==> src/rtl/noc_pkg.sv <==
// Shared definitions for the mesh traffic injector and its neighbours
// (routers, ejector): mode and state encodings, LFSR taps, packet field
// offsets and the per-axis destination encoder.
package noc_pkg;

    // Traffic pattern selectors.
    localparam logic [1:0] MODE_UNIFORM    = 2'd0;
    localparam logic [1:0] MODE_TRANSPOSE  = 2'd1;
    localparam logic [1:0] MODE_COMPLEMENT = 2'd2;
    localparam logic [1:0] MODE_HOTSPOT    = 2'd3;

    // Injector FSM states.
    typedef enum logic [2:0] {
        ST_IDLE       = 3'd0,
        ST_PKT_PREP   = 3'd1,
        ST_WAIT_SLOT  = 3'd2,
        ST_WAIT_GRANT = 3'd3,
        ST_DONE       = 3'd4
    } inj_state_e;

    // Galois right-shift mask for x^16 + x^14 + x^13 + x^11 + 1.
    localparam logic [15:0] LFSR_TAPS = 16'hB400;

    // Packet layout, LSB first: MODULE_ID, PacketID, ySrc, xSrc, yDst, xDst.
    localparam int PKT_MOD_LSB  = 0;
    localparam int PKT_MOD_W    = 6;
    localparam int PKT_ID_LSB   = 6;
    localparam int PKT_ID_W     = 10;
    localparam int PKT_HDR_LSB  = 16;

    function automatic int pkt_ysrc_lsb(input int dim);
        return PKT_HDR_LSB;
    endfunction

    function automatic int pkt_xsrc_lsb(input int dim);
        return PKT_HDR_LSB + dim;
    endfunction

    function automatic int pkt_ydst_lsb(input int dim);
        return PKT_HDR_LSB + 2 * dim;
    endfunction

    function automatic int pkt_xdst_lsb(input int dim);
        return PKT_HDR_LSB + 3 * dim;
    endfunction

    // Encode one axis as {dir, offset}. Bit 7 is the direction, bits 6:0 the
    // zero-extended offset. dir_if_greater selects which sign sets dir:
    // x axis uses 1 (east when dst > src), y axis uses 0 (north when dst < src).
    // Equal coordinates give an all-zero field.
    function automatic logic [7:0] axis_field(input logic [2:0] dst,
                                              input logic [2:0] src,
                                              input logic       dir_if_greater);
        logic [7:0] f;
        f = '0;
        if (dst > src) begin
            f[7]   = dir_if_greater;
            f[2:0] = dst - src;
        end else if (dst < src) begin
            f[7]   = !dir_if_greater;
            f[2:0] = src - dst;
        end
        return f;
    endfunction

endpackage

==> src/rtl/noc_lfsr16.sv <==
// 16-bit Galois LFSR, free-running (advances every clock).
// Ports: clk_i, rst_i (async, active-high), lfsr_o (current state).
// A zero seed would lock up the register, so it is replaced by 16'h0001.
module noc_lfsr16
    import noc_pkg::*;
#(
    parameter logic [15:0] SEED = 16'hACE1
) (
    input  logic        clk_i,
    input  logic        rst_i,
    output logic [15:0] lfsr_o
);
    localparam logic [15:0] SEED_NZ = (SEED == 16'h0000) ? 16'h0001 : SEED;

    logic [15:0] lfsr_q;
    logic [15:0] lfsr_d;

    always_comb begin
        lfsr_d = lfsr_q >> 1;
        if (lfsr_q[0]) lfsr_d = lfsr_d ^ LFSR_TAPS;
    end

    always_ff @(posedge clk_i or posedge rst_i) begin
        if (rst_i) lfsr_q <= SEED_NZ;
        else       lfsr_q <= lfsr_d;
    end

    assign lfsr_o = lfsr_q;
endmodule

==> src/rtl/noc_traffic_injector.sv <==
// Packet injector for a mesh node's local port.
// Ports: clk, reset (async, active-high), enable, mode (traffic pattern),
// DnStrFull / GntDnStr (router handshake inputs), ReqDnStr, PacketOut,
// TimeStamp (cycle count at request rise), PktCount, Done, dbg_state_o
// (current FSM state).
// Handshake: ReqDnStr rises with PacketOut valid and both stay constant
// until an edge samples GntDnStr=1; that edge ends the transfer.
module noc_traffic_injector
    import noc_pkg::*;
#(
    parameter int          MESH_X      = 5,
    parameter int          MESH_Y      = 5,
    parameter int          NODE_X      = 0,
    parameter int          NODE_Y      = 0,
    parameter int          DIM         = 4,
    parameter int          DATA_WIDTH  = 32,
    parameter logic [5:0]  MODULE_ID   = 6'b000_000,
    parameter int          MAX_PACKETS = 1023,
    parameter int          DELAY_BITS  = 4,
    parameter logic [15:0] LFSR_SEED   = 16'hACE1,
    parameter int          HOT_X       = 2,
    parameter int          HOT_Y       = 2,
    parameter int          HOT_PCT     = 32
) (
    input  logic                  clk,
    input  logic                  reset,
    input  logic                  enable,
    input  logic [1:0]            mode,
    input  logic                  DnStrFull,
    input  logic                  GntDnStr,
    output logic                  ReqDnStr,
    output logic [DATA_WIDTH-1:0] PacketOut,
    output logic [31:0]           TimeStamp,
    output logic [9:0]            PktCount,
    output logic                  Done,
    output logic [2:0]            dbg_state_o
);
    localparam logic [3:0] MX   = 4'(MESH_X);
    localparam logic [3:0] MY   = 4'(MESH_Y);
    localparam logic [2:0] NX   = 3'(NODE_X);
    localparam logic [2:0] NY   = 3'(NODE_Y);
    localparam logic [2:0] HX   = 3'(HOT_X);
    localparam logic [2:0] HY   = 3'(HOT_Y);
    localparam logic [2:0] CX   = 3'(MESH_X - 1 - NODE_X);
    localparam logic [2:0] CY   = 3'(MESH_Y - 1 - NODE_Y);
    localparam logic [7:0] HPCT = 8'(HOT_PCT);
    localparam logic [9:0] MAXP = 10'(MAX_PACKETS);
    // Transposed coordinates that fall outside the mesh degrade to self.
    localparam bit T_OK = (NODE_Y < MESH_X) && (NODE_X < MESH_Y);

    logic [15:0] lfsr;

    noc_lfsr16 #(.SEED(LFSR_SEED)) u_lfsr (
        .clk_i  (clk),
        .rst_i  (reset),
        .lfsr_o (lfsr)
    );

    inj_state_e              state_q, state_d;
    logic [1:0]              mode_q, mode_d;
    logic [DELAY_BITS-1:0]   delay_q, delay_d;
    logic [DELAY_BITS-1:0]   cnt_q, cnt_d;
    logic [DATA_WIDTH-1:0]   pkt_q, pkt_d;
    logic                    req_q, req_d;
    logic [DATA_WIDTH-1:0]   out_q, out_d;
    logic [31:0]             ts_q, ts_d;
    logic [9:0]              pkt_cnt_q, pkt_cnt_d;
    logic                    done_q, done_d;
    logic [31:0]             cyc_q;

    // Destination resolution for the latched mode.
    logic [2:0] dst_x, dst_y;
    logic       dst_ok;      // coordinates lie inside the mesh
    logic       redraw;      // a bad draw retries instead of abandoning
    logic       is_self;
    logic [7:0] ax, ay;
    logic [DATA_WIDTH-1:0] pkt_word;

    always_comb begin
        dst_x  = lfsr[2:0];
        dst_y  = lfsr[5:3];
        dst_ok = ({1'b0, lfsr[2:0]} < MX) && ({1'b0, lfsr[5:3]} < MY);
        redraw = 1'b1;
        unique case (mode_q)
            MODE_TRANSPOSE: begin
                redraw = 1'b0;
                dst_ok = 1'b1;
                dst_x  = T_OK ? NY : NX;
                dst_y  = T_OK ? NX : NY;
            end
            MODE_COMPLEMENT: begin
                redraw = 1'b0;
                dst_ok = 1'b1;
                dst_x  = CX;
                dst_y  = CY;
            end
            MODE_HOTSPOT: begin
                if ({1'b0, lfsr[12:6]} < HPCT) begin
                    dst_ok = 1'b1;
                    dst_x  = HX;
                    dst_y  = HY;
                end
            end
            default: ;
        endcase
        is_self  = (dst_x == NX) && (dst_y == NY);
        ax       = axis_field(dst_x, NX, 1'b1);
        ay       = axis_field(dst_y, NY, 1'b0);
        pkt_word = {ax[7], ax[DIM-2:0], ay[7], ay[DIM-2:0],
                    {(2*DIM){1'b0}}, pkt_cnt_q, MODULE_ID};
    end

    always_comb begin
        state_d   = state_q;
        mode_d    = mode_q;
        delay_d   = delay_q;
        cnt_d     = cnt_q;
        pkt_d     = pkt_q;
        req_d     = req_q;
        out_d     = out_q;
        ts_d      = ts_q;
        pkt_cnt_d = pkt_cnt_q;
        done_d    = done_q;
        unique case (state_q)
            ST_IDLE: begin
                if (enable && !done_q) begin
                    mode_d  = mode;
                    delay_d = lfsr[15 -: DELAY_BITS];
                    cnt_d   = '0;
                    state_d = ST_PKT_PREP;
                end
            end
            ST_PKT_PREP: begin
                if (!dst_ok || is_self) begin
                    // Random patterns try again next cycle; fixed patterns
                    // can never improve, so give up without a packet.
                    if (!redraw) state_d = ST_IDLE;
                end else begin
                    pkt_d   = pkt_word;
                    state_d = ST_WAIT_SLOT;
                end
            end
            ST_WAIT_SLOT: begin
                // The gap keeps counting while the FIFO is full; once it has
                // elapsed, the request is held back only by DnStrFull.
                if (cnt_q != delay_q) begin
                    cnt_d = cnt_q + 1'b1;
                end else if (!DnStrFull) begin
                    req_d   = 1'b1;
                    out_d   = pkt_q;
                    ts_d    = cyc_q;
                    state_d = ST_WAIT_GRANT;
                end
            end
            ST_WAIT_GRANT: begin
                if (GntDnStr) begin
                    req_d     = 1'b0;
                    pkt_cnt_d = pkt_cnt_q + 1'b1;
                    if (pkt_cnt_q + 10'd1 == MAXP) begin
                        done_d  = 1'b1;
                        state_d = ST_DONE;
                    end else begin
                        state_d = ST_IDLE;
                    end
                end
            end
            ST_DONE: begin
                req_d  = 1'b0;
                done_d = 1'b1;
            end
            default: state_d = ST_IDLE;
        endcase
    end

    always_ff @(posedge clk or posedge reset) begin
        if (reset) begin
            state_q   <= ST_IDLE;
            mode_q    <= MODE_UNIFORM;
            delay_q   <= '0;
            cnt_q     <= '0;
            pkt_q     <= '0;
            req_q     <= 1'b0;
            out_q     <= '0;
            ts_q      <= '0;
            pkt_cnt_q <= '0;
            done_q    <= 1'b0;
            cyc_q     <= '0;
        end else begin
            state_q   <= state_d;
            mode_q    <= mode_d;
            delay_q   <= delay_d;
            cnt_q     <= cnt_d;
            pkt_q     <= pkt_d;
            req_q     <= req_d;
            out_q     <= out_d;
            ts_q      <= ts_d;
            pkt_cnt_q <= pkt_cnt_d;
            done_q    <= done_d;
            cyc_q     <= cyc_q + 32'd1;
        end
    end

    assign ReqDnStr    = req_q;
    assign PacketOut   = out_q;
    assign TimeStamp   = ts_q;
    assign PktCount    = pkt_cnt_q;
    assign Done        = done_q;
    assign dbg_state_o = state_q;
endmodule

==> config.mk <==
export PLATFORM = sky130hd
export DESIGN_NAME = noc_traffic_injector
export DESIGN_NICKNAME = d
export VERILOG_FILES = /design/src/rtl/noc_pkg.sv /design/src/rtl/noc_lfsr16.sv /design/src/rtl/noc_traffic_injector.sv
export SDC_FILE = /design/constraint.sdc
export NUM_CORES = 1
export LEC_CHECK = 0
export ABC_CLOCK_PERIOD_IN_PS = 4600
export BUFFER_PORTS_ARGS = -buffer_cell sky130_fd_sc_hd__buf_2
export CORE_MARGIN = 1
export CORE_UTILIZATION = 57
export CTS_CLUSTER_SIZE = 10
export DETAILED_ROUTE_END_ITERATION = 10
export PLACE_DENSITY = 0.75
export SYNTH_ARGS = -nofsm -noshare
export SYNTH_HDL_FRONTEND = slang
export SYNTH_HIERARCHICAL = 1
export SYNTH_SLANG_ARGS = --single-unit
==> constraint.sdc <==
create_clock -name clk -period 4.6 [get_ports clk]
set_clock_uncertainty 0.05 [all_clocks]
set_input_delay 0.69 -clock clk [delete_from_list [all_inputs] [get_ports clk]]
set_output_delay 0.69 -clock clk [all_outputs]
set_load 0.02 [all_outputs]
==> results of run 1 <==
==> critical path: stages, from the launching register on <==
cell	delay [ps]
dfrtp_1	350
inv_1	80
ha_1	270
nor3_1	230
o22ai_1	200
ha_1	240
ha_1	220
and2_1	200
a2111oi_4	760
buf_4	330
mux2_2	360
==> report_power, final <==
group          leakage, uW  internal (uW)  switching (uW)  total [uW]
registers          0.00189           1250            2.93        1250
logic              0.00144           19.0            60.2        79.3
clock network     0.000299            915             519        1430
total              0.00362           2180             582        2760
==> layout make-up <==
class	count	area (um2)	share of cell area
Timing Repair Buffer	76	393	0.0553
Sequential cell	141	3540	0.498
Clock buffer	20	445	0.0627
Tap cell	136	170	0.0239
Clock inverter	12	183	0.0257
Multi-Input combinational cell	310	2320	0.326
Inverter	16	62.6	0.00880
==> per-stage QoR <==
stage	worst slack, ps	util	power (uW)	cell area (um2)
after CTS	1200	0.685	2790	7110
final	1190	0.685	2760	7110
after floorplan	532	-	1340	6170
after detailed placement	1220	0.625	1350	6480
after global placement	1390	0.625	1350	6480
after global routing	920	0.685	2850	7110
==> layout by cell type (no fill, tap or decap), types with 15 or more instances in the layout <==
cell type	instances
dfrtp_1	133
nor2_1	22
inv_1	15
nand3_1	21
mux2_4	20
mux2_2	38
clkbuf_16	16
o21ai_0	17
nand2_1	40
xnor2_1	36
buf_2	71
==> per-layer routing <==
layer | share of wire | track usage | vias to the layer above
li1 | - | - | 1801
met1 | 0.46 | 0.289 | 1910
met2 | 0.48 | 0.344 | 107
met3 | 0.039 | 0.0433 | 23
met4 | 0.022 | 0.0883 | 0
met5 | 0 | 0 | -
==> flip-flops by register name, indices dropped and copies added, names as in the netlist, 2 cells and up <==
| signal | flops |
|---|---|
| mode_q | 2 |
| u_lfsr/lfsr_o | 16 |
| PktCount | 10 |
| delay_q | 4 |
| dbg_state_o | 3 |
| TimeStamp | 32 |
| PacketOut | 18 |
| cnt_q | 4 |
| pkt_q | 18 |
| cyc_q | 32 |
==> how the worst max path moves through the flow <==
| stage | startpoint | end | slack, ps | cells after the start |
|---|---|---|---|---|
| after floorplan | reset | Done$_DFFE_PP0P_ | 530 | 1 |
| after global placement | mode_q[0]$_DFFE_PP0P_ | pkt_q[14]$_DFFE_PP0P_ | 1390 | 10 |
| after detailed placement | mode_q[0]$_DFFE_PP0P_ | pkt_q[13]$_DFFE_PP0P_ | 1220 | 10 |
| after CTS | mode_q[0]$_DFFE_PP0P_ | pkt_q[13]$_DFFE_PP0P_ | 1200 | 10 |
| after global routing | mode_q[0]$_DFFE_PP0P_ | pkt_q[10]$_DFFE_PP0P_ | 920 | 11 |
| final | mode_q[0]$_DFFE_PP0P_ | pkt_q[13]$_DFFE_PP0P_ | 1190 | 10 |
==> impl_metrics.ini, run 1 <==
[logic_synthesis]
synth-warning-count = 6
syn_area_per_cell_um2 = 12.6
netlist_instances = 488
mappedNetlistArea_um2 = 6130

[clock_network]
clkLatencyLatePin_ps = 520
clk_pin_slew_worst_paths_ps = 60
htreeDepth = 4
clock_path_buffers = 2
cts_buffers = 17
postCtsSetupBuffers = 0
cts_hold_buf = 0
cts_sinks = 141
root_buffer = clkbuf_8
cts_tree = done
cts_resized = 0

[pwr]
p_leak_uw = 0.00362
ir_drop_mv = 0.244
pwr_density_cell_nw_per_um2 = 389

[die]
ios = 86
initial_core_util = 0.591
die_area_um2 = 11200
fp.dieH_um = 106
core_um2 = 10400
rows = 37
fp.dieW_um = 106

[global_routing]
grt_first_pass_wirelength_um = 18800
grt_max_degree = 58
grt_pass1_vias = 3849
grt_overflow_total = 0
track_usage = 0.215
antenna_found_initial = 0

[detailed_routing]
vias = 3841
first_pass_iters = 4
antenna_left = 0
drc = 0
routed_wl_um = 10900
avgViaCountPerCell = 5.40
wl_per_cell_um = 15.3
drtIter0Drc = 230

[placed_design]
io_buffer_count = 71
place_congestion = 0.883
dp_cells = 679
hpwl_um = 7280

[finish]
final_cells = 711
area_growth_pct = 16.0
drive_above_1_share = 0.313
nets = 580
nFillCells = 763
diodes = 0

[outcome]
status = finished clean

[sta]
setup_violations = 0
fin_crit_ps = 3410
finalCritPeriodShare = 0.741
hold_ws_ps = 204
slew_headroom = 0.463
finalMaxSlewViolations = 0
rsz0062_at_grt = no
max_freq_mhz = 293
hold_viol = 0
setup_tns_ps = 0
worst_pin_slew_ps = 805

[critical_path]
crit_path_max_fanout = 17
worstSetupPathType = reg2reg
rr_worst_depth = 10
crit_required_ps = 4940
cp.arrival_ps = 3750
reg2reg_to = pkt_q[13]$_DFFE_PP0P_
cp-start-kind = flip-flop
crit_path_end_kind = flip-flop
rr_startpoint = mode_q[0]$_DFFE_PP0P_
rrSetupSlack_ps = 1190

[flow_run]
cap_violations = 0

[min_path]
min_path_type = in2async
(Power assumes the default switching activity.)
==> run 2: changes to the inputs <==
--- a/config.mk
+++ b/config.mk
@@ -5,13 +5,13 @@
 export SDC_FILE = /design/constraint.sdc
 export NUM_CORES = 1
 export LEC_CHECK = 0
-export ABC_CLOCK_PERIOD_IN_PS = 4600
+export ABC_CLOCK_PERIOD_IN_PS = 3100
 export BUFFER_PORTS_ARGS = -buffer_cell sky130_fd_sc_hd__buf_2
 export CORE_MARGIN = 1
-export CORE_UTILIZATION = 57
+export CORE_UTILIZATION = 52
 export CTS_CLUSTER_SIZE = 10
 export DETAILED_ROUTE_END_ITERATION = 10
-export PLACE_DENSITY = 0.75
+export PLACE_DENSITY = 0.72
 export SYNTH_ARGS = -nofsm -noshare
 export SYNTH_HDL_FRONTEND = slang
 export SYNTH_HIERARCHICAL = 1
==> constraint.sdc (replaced) <==
create_clock -name clk -period 3.1 [get_ports clk]
set_clock_uncertainty 0.05 [all_clocks]
set_input_delay 0.465 -clock clk [delete_from_list [all_inputs] [get_ports clk]]
set_output_delay 0.465 -clock clk [all_outputs]
set_load 0.02 [all_outputs]
==> impl_metrics.ini, run 2 (synthesis results as in run 1) <==
[clock_network]
cts_sinks = 141
clock_path_buffers = 2
clk_pin_slew_worst_paths_ps = 60
root_buffer = clkbuf_16
postCtsSetupBuffers = 0
cts_tree = done
cts_buffers = 17
htreeDepth = 4
clkLatencyLatePin_ps = 410
cts_hold_buf = 0
cts_resized = 0

[finish]
final_cell_area_um2 = 7160
diodes = 0
mostFrequentLayoutCells = dfrtp_1, buf_2, nand2_1, mux2_2, xnor2_1
final_cells = 718
nets = 580
area_growth_pct = 16.9
final_common_cell = dfrtp_1
drive_above_1_share = 0.311
nFillCells = 886

[flow_run]
cap_violations = 0

[global_routing]
grt_max_degree = 126
track_usage = 0.191
grt_first_pass_wirelength_um = 18600
grt_overflow_total = 0
grt_pass1_vias = 3757
antenna_found_initial = 0

[critical_path]
crit_path_end_kind = flip-flop
rr_startpoint = mode_q[0]$_DFFE_PP0P_
cp.arrival_ps = 3140
crit_path_frequent_cell = ha_1
cp-start-kind = flip-flop
crit_required_ps = 3340
path_buf_inv = 2
startpoint = mode_q[0]$_DFFE_PP0P_
crit_family = adder cells
cpMaxStageDelayCell = a2111oi_4
cpPeakStageDelay_ps = 350
crit_path_max_fanout = 11
crit_chain = inv_1 -> ha_1 -> nor3_1 -> o22ai_1 -> ha_1 -> ha_1 -> and2_1 -> a2111oi_4 -> buf_4 -> mux2_2
worstSetupPathType = reg2reg

[pwr]
ir_drop_mv = 0.657
p_comb_frac = 0.028
pwr_density_cell_nw_per_um2 = 586
p_sw_frac = 0.197
p_switching_uw = 828
power.internal_uw = 3370
share_seq_of_total_power = 0.442
p_leak_uw = 0.00364
clockPowerShare = 0.530

[sta]
setup_tns_ps = 0
setup_ws_ps = 203
finalMaxSlewViolations = 0
hold_viol = 0
finalCritPeriodShare = 0.934
slew_headroom = 0.479
setup_violations = 0
worst_pin_slew_ps = 781
rsz0062_at_grt = no
fin_crit_ps = 2900
max_freq_mhz = 345

[die]
ios = 86
rows = 39
initial_core_util = 0.534
fp.dieW_um = 111
die_area_um2 = 12200
fp.dieH_um = 111
core_um2 = 11500

[detailed_routing]
avgViaCountPerCell = 5.22
routed_wl_um = 10700
drc = 0
antenna_left = 0
drtIter0Drc = 198
vias = 3746
first_pass_iters = 4
wl_per_cell_um = 14.9

[placed_design]
hpwl_um = 7040
io_buffer_count = 71
preCtsSetupSlack_ps = 227
place_area_um2 = 6500
place_congestion = 0.806
dp_cells = 686

[outcome]
status = finished clean

[min_path]
min_path_type = in2async
==> run 2: area by class of cell <==
class                      count  area, um2  share of cell area
inverter                      16       63.8             0.00891
sequential                   141       3540               0.494
clock inverter                10        184              0.0257
timing repair buffer          76        405              0.0566
multi-input combinational    310       2320               0.323
clock buffer                  22        474              0.0662
tap                          143        179              0.0250
==> run 2: power groups by stage <==
stage	clock network (uW)	logic, uW	registers [uW]
final	2230	118	1850
after floorplan	0	96.6	1890
after global routing	2340	135	1850
after global placement	0	117	1890
after detailed placement	0	121	1890
after CTS	2270	122	1850
==> run 2: layer usage <==
layer	global-route usage	wire length, um
met2	0.294	5070
met4	0.0507	110
met1	0.264	5080
met5	0	0
met3	0.0587	451
==> run 2: path summary, 6_finish.rpt <==
check	to	cells after the start	slack (ps)
max	pkt_q[11]$_DFFE_PP0P_	10	200
min	u_lfsr/lfsr_o[14]$_DFF_PP0_	2	80
max reg2reg	pkt_q[11]$_DFFE_PP0P_	10	200
min reg2reg	u_lfsr/lfsr_o[7]$_DFF_PP1_	0	300
max in group asynchronous	TimeStamp[11]$_DFFE_PP0P_	3	2290
min in group clk	mode_q[1]$_DFFE_PP0P_	3	230
==> run 2: per-stage QoR <==
step	utilization	hold WS, ps	total power [uW]
finish	0.624	79.3	4200
global route	0.624	121	4330
CTS	0.624	84.8	4250
detailed placement	0.567	287	2010
global placement	0.567	289	2000
floorplan	-	281	1990
==> run 3: changes to the inputs <==
--- a/config.mk
+++ b/config.mk
@@ -11,7 +11,7 @@
 export CORE_UTILIZATION = 52
 export CTS_CLUSTER_SIZE = 10
 export DETAILED_ROUTE_END_ITERATION = 10
-export PLACE_DENSITY = 0.72
+export PLACE_DENSITY = 0.73
 export SYNTH_ARGS = -nofsm -noshare
 export SYNTH_HDL_FRONTEND = slang
 export SYNTH_HIERARCHICAL = 1
==> impl_metrics.ini, run 3 (synthesis results as in run 1) <==
[die]
rows = 39
fp.dieH_um = 111
ios = 86
initial_core_util = 0.534
core_um2 = 11500
fp.dieW_um = 111
die_area_um2 = 12200

[detailed_routing]
drtIter0Drc = 209
first_pass_iters = 4
drc = 0
wl_per_cell_um = 14.6
vias = 3733
avgViaCountPerCell = 5.21
antenna_left = 0
routed_wl_um = 10500

[pwr]
p_switching_uw = 808
p_leak_uw = 0.00359
p_comb_frac = 0.031
share_seq_of_total_power = 0.485
ir_drop_mv = 0.530
p_sw_frac = 0.211
clockPowerShare = 0.484
pwr_density_cell_nw_per_um2 = 542
power.internal_uw = 3010

[critical_path]
crit_path_max_fanout = 11
cp-start-kind = flip-flop
cp.arrival_ps = 3150
crit_required_ps = 3340
worstSetupPathType = reg2reg
startpoint = mode_q[0]$_DFFE_PP0P_
rr_startpoint = mode_q[0]$_DFFE_PP0P_
crit_path_end_kind = flip-flop

[clock_network]
cts_sinks = 141
root_buffer = clkbuf_16
cts_resized = 0
htreeDepth = 4
clkLatencyLatePin_ps = 410
clk_pin_slew_worst_paths_ps = 60
cts_tree = done
cts_buffers = 17
clock_path_buffers = 2
cts_hold_buf = 0
postCtsSetupBuffers = 0

[finish]
drive_above_1_share = 0.307
nets = 580
nFillCells = 879
area_growth_pct = 15.0
regArea_um2 = 3540
mostFrequentLayoutCells = dfrtp_1, buf_2, nand2_1, mux2_2, xnor2_1
fin_util = 0.614
diodes = 0
final_cell_area_um2 = 7040
final_common_cell = dfrtp_1
multi_input_area_um2 = 2320

[placed_design]
place_area_um2 = 6500
hpwl_um = 6970
io_buffer_count = 71
place_congestion = 0.830

[sta]
hold_ws_ps = 69.7
finalCritPeriodShare = 0.939
setup_violations = 0
setup_tns_ps = 0
fin_crit_ps = 2910
slew_headroom = 0.477
rsz0062_at_grt = no
max_freq_mhz = 344
hold_viol = 0
worst_pin_slew_ps = 784
finalMaxSlewViolations = 0

[outcome]
status = finished clean

[global_routing]
antenna_found_initial = 0
grt_first_pass_wirelength_um = 18000
grt_overflow_total = 0
grt_max_degree = 126
track_usage = 0.185
grt_pass1_vias = 3762

[min_path]
min_path_type = in2async

[flow_run]
cap_violations = 0
==> run 3: changes by cell type in the layout (fill, tap and decap cells not counted), sizes merged <==
cell	change
bufinv	-4
clkbuf	+2
clkinv	+2
inv	-1
==> run 3: worst max-delay path, cell delays in order (launching register included) <==
cell       delay, ps
dfrtp_1          380
inv_1            100
ha_1             280
inv_1            130
nand2_1          180
nand2_1           90
ha_1             210
ha_1             210
and2_1           200
a2111oi_4        340
buf_4            270
mux2_2           360
==> run 3: layout make-up <==
cell class	count	area share
Clock buffer	24	0.0670
Clock inverter	7	0.00924
Inverter	16	0.00906
Multi-Input combinational cell	310	0.329
Sequential cell	141	0.502
Tap cell	143	0.0254
Timing Repair Buffer	76	0.0575
==> run 3: metrics by stage <==
stage | instances | worst slack (ps) | power, uW
floorplan | 501 | 279 | 1990
global placement | 686 | 345 | 2000
detailed placement | 686 | 198 | 2010
CTS | 717 | 187 | 3860
global route | 717 | 1.30 | 3950
finish | 717 | 190 | 3820
==> run 3: path summary, 6_finish.rpt <==
path	to	slack, ps	depth (start not counted)
min	u_lfsr/lfsr_o[4]$_DFF_PP0_	70	2
max	pkt_q[12]$_DFFE_PP0P_	190	11
max reg2reg	pkt_q[12]$_DFFE_PP0P_	190	11
max in group asynchronous	dbg_state_o[2]$_DFFE_PP0P_	2300	3
min reg2reg	u_lfsr/lfsr_o[8]$_DFF_PP0_	310	0
min in group clk	mode_q[1]$_DFFE_PP0P_	240	3
==> run 3: routing by layer <==
metal | vias up | track usage | part of all wire
met2 | 94 | 0.284 | 0.47
li1 | 1794 | - | -
met1 | 1829 | 0.244 | 0.46
met3 | 16 | 0.0637 | 0.051
met4 | 0 | 0.0676 | 0.014
met5 | - | 0 | 0
==> run 3: power by group through the flow <==
stage	Combinational (uW)	Sequential (uW)	Clock [uW]
5_1_grt	135	1850	1960
3_3_place_gp	116	1890	0
2_1_floorplan	96.6	1890	0
3_5_place_dp	120	1890	0
6_report	118	1850	1850
4_1_cts	121	1850	1890
